**src/rtl/reg_write_arbiter.sv**
```systemverilog
// Round-robin write arbiter for one shared WIDTH-bit register.
// Four requesters; IDLE -> GRANT -> COMMIT handshake per write.
module reg_write_arbiter #(
  parameter int WIDTH = 8
) (
  input  logic               clk,
  input  logic               rst,
  input  logic [3:0]         req,
  input  logic [4*WIDTH-1:0] wdata,
  output logic [3:0]         grant,
  output logic               ack,
  output logic [1:0]         owner,
  output logic               busy,
  output logic [WIDTH-1:0]   q,
  output logic [7:0]         wr_count
);

  typedef enum logic [1:0] {
    IDLE,
    GRANT,
    COMMIT
  } state_t;

  state_t           state;
  state_t           state_nx;
  logic [1:0]       ptr;
  logic [1:0]       ptr_nx;
  logic [1:0]       owner_nx;
  logic [1:0]       win;
  logic [1:0]       idx;
  logic [WIDTH-1:0] q_nx;
  logic [7:0]       cnt_nx;

  // Scan from the far end so the slot closest to ptr wins last.
  always_comb begin
    win = ptr;
    idx = ptr;
    for (int k = 3; k >= 0; k--) begin
      idx = ptr + 2'(k);
      if (req[idx]) win = idx;
    end
  end

  always_comb begin
    state_nx = state;
    owner_nx = owner;
    ptr_nx   = ptr;
    q_nx     = q;
    cnt_nx   = wr_count;
    unique case (state)
      IDLE: begin
        if (|req) begin
          owner_nx = win;
          state_nx = GRANT;
        end
      end
      GRANT: begin
        if (req[owner]) begin
          q_nx     = wdata[int'(owner)*WIDTH +: WIDTH];
          cnt_nx   = wr_count + 8'd1;
          state_nx = COMMIT;
        end else begin
          state_nx = IDLE;
        end
      end
      COMMIT: begin
        ptr_nx   = owner + 2'd1;
        state_nx = IDLE;
      end
      default: state_nx = IDLE;
    endcase
  end

  always_ff @(posedge clk or posedge rst) begin
    if (rst) begin
      state    <= IDLE;
      owner    <= 2'd0;
      ptr      <= 2'd0;
      q        <= '0;
      wr_count <= 8'd0;
    end else begin
      state    <= state_nx;
      owner    <= owner_nx;
      ptr      <= ptr_nx;
      q        <= q_nx;
      wr_count <= cnt_nx;
    end
  end

  // Outputs decode only state and owner.
  always_comb begin
    grant = 4'b0000;
    if (state == GRANT) grant[owner] = 1'b1;
  end

  assign ack  = (state == COMMIT);
  assign busy = (state != IDLE);

endmodule

```
**config.mk**
```make
export PLATFORM = sky130hd
export DESIGN_NAME = reg_write_arbiter
export DESIGN_NICKNAME = d
export VERILOG_FILES = /design/src/rtl/reg_write_arbiter.sv
export SDC_FILE = /design/constraint.sdc
export NUM_CORES = 1
export LEC_CHECK = 0
export CORE_MARGIN = 5
export CORE_UTILIZATION = 41
export DETAILED_ROUTE_END_ITERATION = 7
export GPL_TIMING_DRIVEN = 0
export PLACE_DENSITY = 0.83
export SYNTH_ARGS = -nofsm -noshare
export SYNTH_HDL_FRONTEND = slang
export SYNTH_SLANG_ARGS = --single-unit
export TNS_END_PERCENT = 30
```
**constraint.sdc**
```tcl
create_clock -name clk -period 1.95 [get_ports clk]
set_clock_uncertainty 0.1 [all_clocks]
set_input_delay 0.39 -clock clk [delete_from_list [all_inputs] [get_ports clk]]
set_output_delay 0.39 -clock clk [all_outputs]
set_load 0.02 [all_outputs]
```
==> results.py, run 1 <==
metrics = {
    "cells_and_area": {
        "nFillCells": 255,
        "area_growth_pct": 58.4,
        "n_antenna_cell": 0,
        "stdcell_area_mm2": 0.00216,
        "fin_nets": 220,
        "postLayoutCoreUtil_pct": 65.7,
        "layout-drive-gt1-share_pct": 25.0,
    },
    "synth": {
        "synth-seq-cells": 22,
        "syn_inst": 105,
        "synthesis.nets": 148,
        "yosys_warnings": 0,
        "synth_area_mm2": 0.00136,
        "synth-seq-area-share_pct": 40.4,
        "synthDistinctLibCells": 32,
        "syn_area_per_cell_um2": 13.0,
    },
    "floorplanning": {
        "fp.dieH_um": 67.7,
        "core.rowCount": 21,
        "die_w_um": 67.7,
        "coreArea_mm2": 0.00328,
        "initial_core_util_pct": 41.5,
        "die-area_mm2": 0.00458,
        "pin_count": 62,
    },
    "power": {
        "ir_drop_uv": 629,
        "p_int_uw": 2020,
        "switching_share_pct": 37.3,
        "power.density_mw_per_mm2": 1490,
        "power_switching_uw": 1200,
        "pwr-share-clk_pct": 10.8,
        "p_leak_uw": 0.000974,
        "p_seq_share_pct": 26.5,
        "comb_power_share_pct": 62.7,
    },
    "run_status": {
        "status": "complete, no violations",
    },
    "timing": {
        "fin_ws_ns": 0.0178,
        "slew_violations": 0,
        "hold_viol": 0,
        "max_freq_mhz": 518,
        "finalCritPeriodShare_pct": 99.1,
        "final-setup-viol-count": 0,
        "slew_headroom_pct": 45.4,
        "rsz0062_at_grt": "yes",
        "worstMarginPinSlew_ns": 0.818,
        "period_needed_ns": 1.93,
    },
    "detailed_routing": {
        "via_count": 1148,
        "drc": 0,
        "ant_nets": 0,
        "wl_per_cell_um": 16.2,
        "drt_iter0_drc": 60,
        "routed_wl_um": 3590,
        "viasPerCell": 5.17,
        "firstDrtPassIters": 4,
    },
    "critical_path": {
        "reg2reg_from": "owner[1]",
        "cp.arrival_ns": 2.04,
        "reg2reg_depth": 5,
        "ff2ff_setup_slack_ns": 0.08,
        "crit_type": "primary input to register",
        "start_kind": "primary input",
        "endpoint_kind": "register",
        "critPathRequiredTime_ns": 2.06,
        "path_max_fanout": 10,
        "reg2reg_to": "q[7]",
    },
    "grt": {
        "antenna_found_initial": 0,
        "track_usage_pct": 15.5,
        "grt_max_degree": 23,
        "grt_pass1_wl_um": 5220,
        "grt_overflow": 0,
        "grt_pass1_vias": 1085,
    },
    "worst_hold_path": {
        "hold_path_class": "register to register",
        "min_from": "wr_count[7]",
        "min_delay_worst_endpoint": "wr_count[7]",
        "hold_path_depth": 1,
    },
    "placed_design": {
        "dp_slack_ns": -0.378,
        "place.detailed.hpwl_um": 2790,
        "place_area_mm2": 0.00203,
        "portBuffers": 61,
        "gp_congestion": 0.753,
    },
    "clocking": {
        "numCtsBuffers": 3,
        "cts_tree": "yes",
        "worstSkewPairLatency_ns": 0.31,
        "holdBufCountCts": 0,
        "clock_sinks": 22,
        "cts_root_buffer": "clkbuf_4",
        "cts-htree-levels": 1,
        "clkTransAtPathRegs_ns": 0.13,
        "clk_path_buf_depth": 2,
    },
    "run": {
        "cap_violations": 0,
    },
}
[synth_stat cells (all sizes together)]
cell,number,area share [%]
nand2b,3,1.4
o21a,1,0.55
a2111oi,1,0.64
nor4,1,0.46
a21oi,4,1.5
o31ai,1,0.55
mux4,9,15
buf,2,2.3
o21bai,1,0.55
and2,4,1.8
o41ai,1,0.64
nand2,1,0.83
and3,3,1.4
nand3,3,1.1
clkbuf,2,1.3
mux2,10,10
nor3b,1,0.55
dfrtp,22,40
and2b,1,0.64
and4,3,1.9
nor2b,3,1.4
nor2,2,0.55
or2,3,1.4
inv,6,1.7
o21ai,2,0.73
nand4,3,1.4
ha,5,4.6
xnor2,7,4.5
[cell families (layout without fill, tap and decap cells)]
logic type                 after synthesis  after routing  share of synthesized area, %
muxes                                   19             19                          25.3
DFF                                     22             22                          40.4
adders and majority gates                5              5                          4.59
and+or+nand+nor                         31             31                          14.8
xor gates and xnor gates                 7              7                          4.50
AOI/OAI and AO/OA                       11             11                          5.14
buffers and inverters                   10             81                          5.23
[critical path, stage by stage]
cell	delay (ns)
clkdlybuf4s50_1	0.49
mux4_2	0.59
nand2_4	0.13
buf_12	0.14
mux2_4	0.31
[flip-flops by register name, summed over array words and instances (netlist names)]
register / cells
wr_count: 8
owner: 2
q: 8
ptr: 2
state: 2
[cells in the final DEF (no fill, tap or decap), types with 2 or more instances in the layout]
cell type        netlist  final
clkdlybuf4s50_1        0     49
nand3_1                3      3
and3_1                 3      3
buf_4                  0      7
ha_1                   5      5
and2_1                 4      3
clkbuf_4               0      3
mux4_2                 9      9
a21oi_1                4      4
nand4_1                3      3
mux2_4                 8      8
dlymetal6s2s_1         0      3
dfrtp_1               22     20
mux2_2                 2      2
inv_1                  6      6
nor2_1                 2      2
nor2b_1                3      3
nand2b_1               3      3
buf_6                  1      4
or2_2                  2      2
dlygate4sd2_1          0      5
and4_1                 3      3
o21ai_0                2      2
xnor2_1                7      7
dfrtp_2                0      2
[power groups by stage]
| stage | combinational, µW | sequential [µW] | clock, µW |
|---|---|---|---|
| floorplan | 1010 | 1020 | 0 |
| global placement | 1830 | 862 | 0 |
| detailed placement | 1860 | 879 | 0 |
| CTS | 1930 | 849 | 354 |
| global route | 2160 | 890 | 371 |
| finish | 2010 | 853 | 348 |
[worst max-delay path by stage]
stage                          end  cells after the start  slack (ns)      from
after floorplan               q[0]                      4        0.05  owner[1]
after global placement        q[6]                      5       -0.33    req[0]
after detailed placement      q[7]                      5       -0.38    req[0]
after CTS                 grant[1]                      4       -0.08  state[1]
after global routing           ack                      2       -0.03  state[0]
final                         q[7]                      5        0.02    req[3]
[layer usage]
layer  vias up  global-route usage [%]  share of wire (%)
li1        531                       -                  -
met1       577                    18.6                 38
met2        34                    27.7                 56
met3         6                    2.16                4.2
met4         0                    6.33                1.8
met5         -                       0                  0
[layout make-up]
type	instances	area (µm²)	share of cell area [%]
Clock buffer	3	22.5	1.04
Multi-Input combinational cell	73	743	34.4
Buffer	4	71.3	3.30
Tap cell	46	57.6	2.67
Timing Repair Buffer	67	658	30.5
Clock inverter	1	30.0	1.39
Inverter	6	22.5	1.04
Sequential cell	22	553	25.6
[timing repair]
action	4_1_cts	5_1_grt
endpoints found under the hold margin	0	0
gates resized for setup	27	12
setup buffers	2	4
setup endpoints to repair	15	16
[stage by stage]
| step | hold WS, ns | TNS [ns] | total power (µW) | std cells |
|---|---|---|---|---|
| 2_1_floorplan | 0.279 | 0 | 2040 | 105 |
| 3_3_place_gp | 0.362 | -3.99 | 2690 | 212 |
| 3_5_place_dp | 0.375 | -4.65 | 2740 | 212 |
| 4_1_cts | 0.396 | -0.0757 | 3130 | 218 |
| 5_1_grt | 0.408 | -0.0388 | 3420 | 222 |
| 6_report | 0.388 | 0 | 3220 | 222 |
Note: power is estimated with default switching activity, not from simulation.
==> run 2: changes to the inputs <==
--- a/config.mk
+++ b/config.mk
@@ -6,10 +6,11 @@
 export NUM_CORES = 1
 export LEC_CHECK = 0
 export CORE_MARGIN = 5
-export CORE_UTILIZATION = 41
+export CORE_UTILIZATION = 43
+export CTS_BUF_LIST = sky130_fd_sc_hd__clkbuf_4 sky130_fd_sc_hd__clkbuf_8
 export DETAILED_ROUTE_END_ITERATION = 7
 export GPL_TIMING_DRIVEN = 0
-export PLACE_DENSITY = 0.83
+export PLACE_DENSITY = 0.87
 export SYNTH_ARGS = -nofsm -noshare
 export SYNTH_HDL_FRONTEND = slang
 export SYNTH_SLANG_ARGS = --single-unit
==> run 2 against run 1 <==
  * Cell area down 1.3%
  * Final cell count shrank 0.45%
  * Critical path depth shrank 1
  * Combinational power is essentially flat
  * Sequential cell count is the same
  * Setup slack better by 0.032 ns
  * Register-to-register slack improved by 0.04 ns
  * Clock power shrank 26%
  * Hold slack worse by 0.010 ns
  * Maximum frequency increased by 1.7%
  * Global-route usage increased by 1.3 points
  * Count of clock-buffer cells in the layout grew 1
==> results.py, run 2 (synthesized netlist as in run 1, its figures left out) <==
metrics = {
    "power": {
        "ir_drop_uv": 799,
        "power.total_uw": 3110,
        "p_leak_uw": 0.000975,
        "power.density_mw_per_mm2": 1460,
    },
    "critical_path": {
        "endpoint_kind": "output pin",
        "cp-startpoint": "state[0]",
        "reg2reg_from": "owner[1]",
        "start_kind": "register",
        "crit_type": "register to output pin",
        "ff2ff_setup_slack_ns": 0.12,
        "critPathRequiredTime_ns": 1.46,
        "cp.arrival_ns": 1.41,
        "path_max_fanout": 10,
    },
    "detailed_routing": {
        "met2_wirelength_um": 2150,
        "drt_iter0_drc": 42,
        "via_count": 1125,
        "drc": 0,
        "wl_met3_um": 166,
        "highest_layer": "met4",
        "routed_wl_um": 3680,
        "wl_per_cell_um": 16.7,
        "ant_nets": 0,
        "viasPerCell": 5.09,
        "firstDrtPassIters": 4,
        "wl_met1_um": 1280,
    },
    "cells_and_area": {
        "layout-drive-gt1-share_pct": 25.4,
        "nFillCells": 229,
        "final_cells": 221,
        "n_antenna_cell": 0,
        "final_cell_mix": "46 x clkdlybuf4s50_1, 20 x dfrtp_1, 9 x mux4_2",
        "largestRegisters": "q (8), wr_count (8)",
        "mostFrequentLayoutCell": "clkdlybuf4s50_1",
        "fin_nets": 221,
        "area_growth_pct": 56.3,
    },
    "grt": {
        "grt_pass1_wl_um": 5580,
        "grt_pass1_vias": 1155,
        "antenna_found_initial": 0,
        "grt_overflow": 0,
        "grt_max_degree": 23,
        "track_usage_pct": 16.9,
    },
    "floorplanning": {
        "coreArea_mm2": 0.00305,
        "pin_count": 62,
        "die-area_mm2": 0.00439,
        "initial_core_util_pct": 44.6,
        "die_w_um": 66.3,
        "fp.dieH_um": 66.3,
        "core.rowCount": 20,
    },
    "placed_design": {
        "place.detailed.hpwl_um": 2870,
        "gp_congestion": 0.751,
        "dp_slack_ns": -0.375,
        "portBuffers": 61,
        "place_inst": 210,
    },
    "clocking": {
        "clkTransAtPathRegs_ns": 0.12,
        "numCtsBuffers": 3,
        "cts-htree-levels": 1,
        "clock_sinks": 22,
        "holdBufCountCts": 0,
        "cts_tree": "yes",
        "clk_path_buf_depth": 2,
        "cts_root_buffer": "clkbuf_4",
        "worstSkewPairLatency_ns": 0.32,
    },
    "run_status": {
        "status": "complete, no violations",
    },
    "timing": {
        "max_freq_mhz": 526,
        "period_needed_ns": 1.90,
        "slew_violations": 0,
        "finalCritPeriodShare_pct": 97.4,
        "final-setup-viol-count": 0,
        "worstMarginPinSlew_ns": 0.834,
        "slew_headroom_pct": 44.4,
        "fin_ws_ns": 0.0498,
        "hold_viol": 0,
        "rsz0062_at_grt": "yes",
    },
    "worst_hold_path": {
        "hold_path_class": "register to register",
        "min_from": "wr_count[7]",
    },
    "run": {
        "cap_violations": 0,
    },
}
run 2: final cells by class:
class	count	area, µm²	area share (%)
multi-input combinational	73	743	34.9
timing repair buffer	68	654	30.7
sequential	22	553	26.0
buffer	4	65.1	3.06
tap	44	55.1	2.59
clock buffer	4	36.3	1.70
inverter	6	22.5	1.06
run 2: critical path, stage by stage (launching register included):
cell      delay, ns
dfrtp_1        0.41
and2b_2        0.22
clkbuf_8       0.16
and2_1         0.18
buf_6          0.13
run 2: routing by layer:
layer / vias up / global-route usage [%]
li1: 532 / -
met1: 553 / 18.0
met2: 34 / 32.2
met3: 6 / 3.40
met4: 0 / 6.09
met5: - / 0
run 2: final timing paths:
check,cells past startpoint,end
max,4,grant[0]
min,1,wr_count[7]
max reg2reg,5,q[6]
min reg2reg,1,wr_count[7]
max in group asynchronous,2,owner[0]
min in group asynchronous,2,q[0]
run 2: power breakdown:
part | internal (µW) | switching, µW
logic | 1130 | 867
clock network | 114 | 145
registers | 663 | 184
total | 1910 | 1200
run 2: per-stage QoR:
step	utilization, %	hold slack (ns)	TNS [ns]	area (µm²)
2_1_floorplan	-	0.279	0	1360
3_3_place_gp	66.4	0.363	-3.96	2030
3_5_place_dp	66.4	0.362	-4.72	2030
4_1_cts	68.1	0.384	-0.0997	2080
5_1_grt	69.8	0.392	-0.0313	2130
6_report	69.8	0.377	0	2130
run 2: repair_timing:
action / CTS / global route
gates resized for setup: 28 / 11
endpoints found under the setup margin: 15 / 16
cloned: 0 / 0
setup buffers: 3 / 4
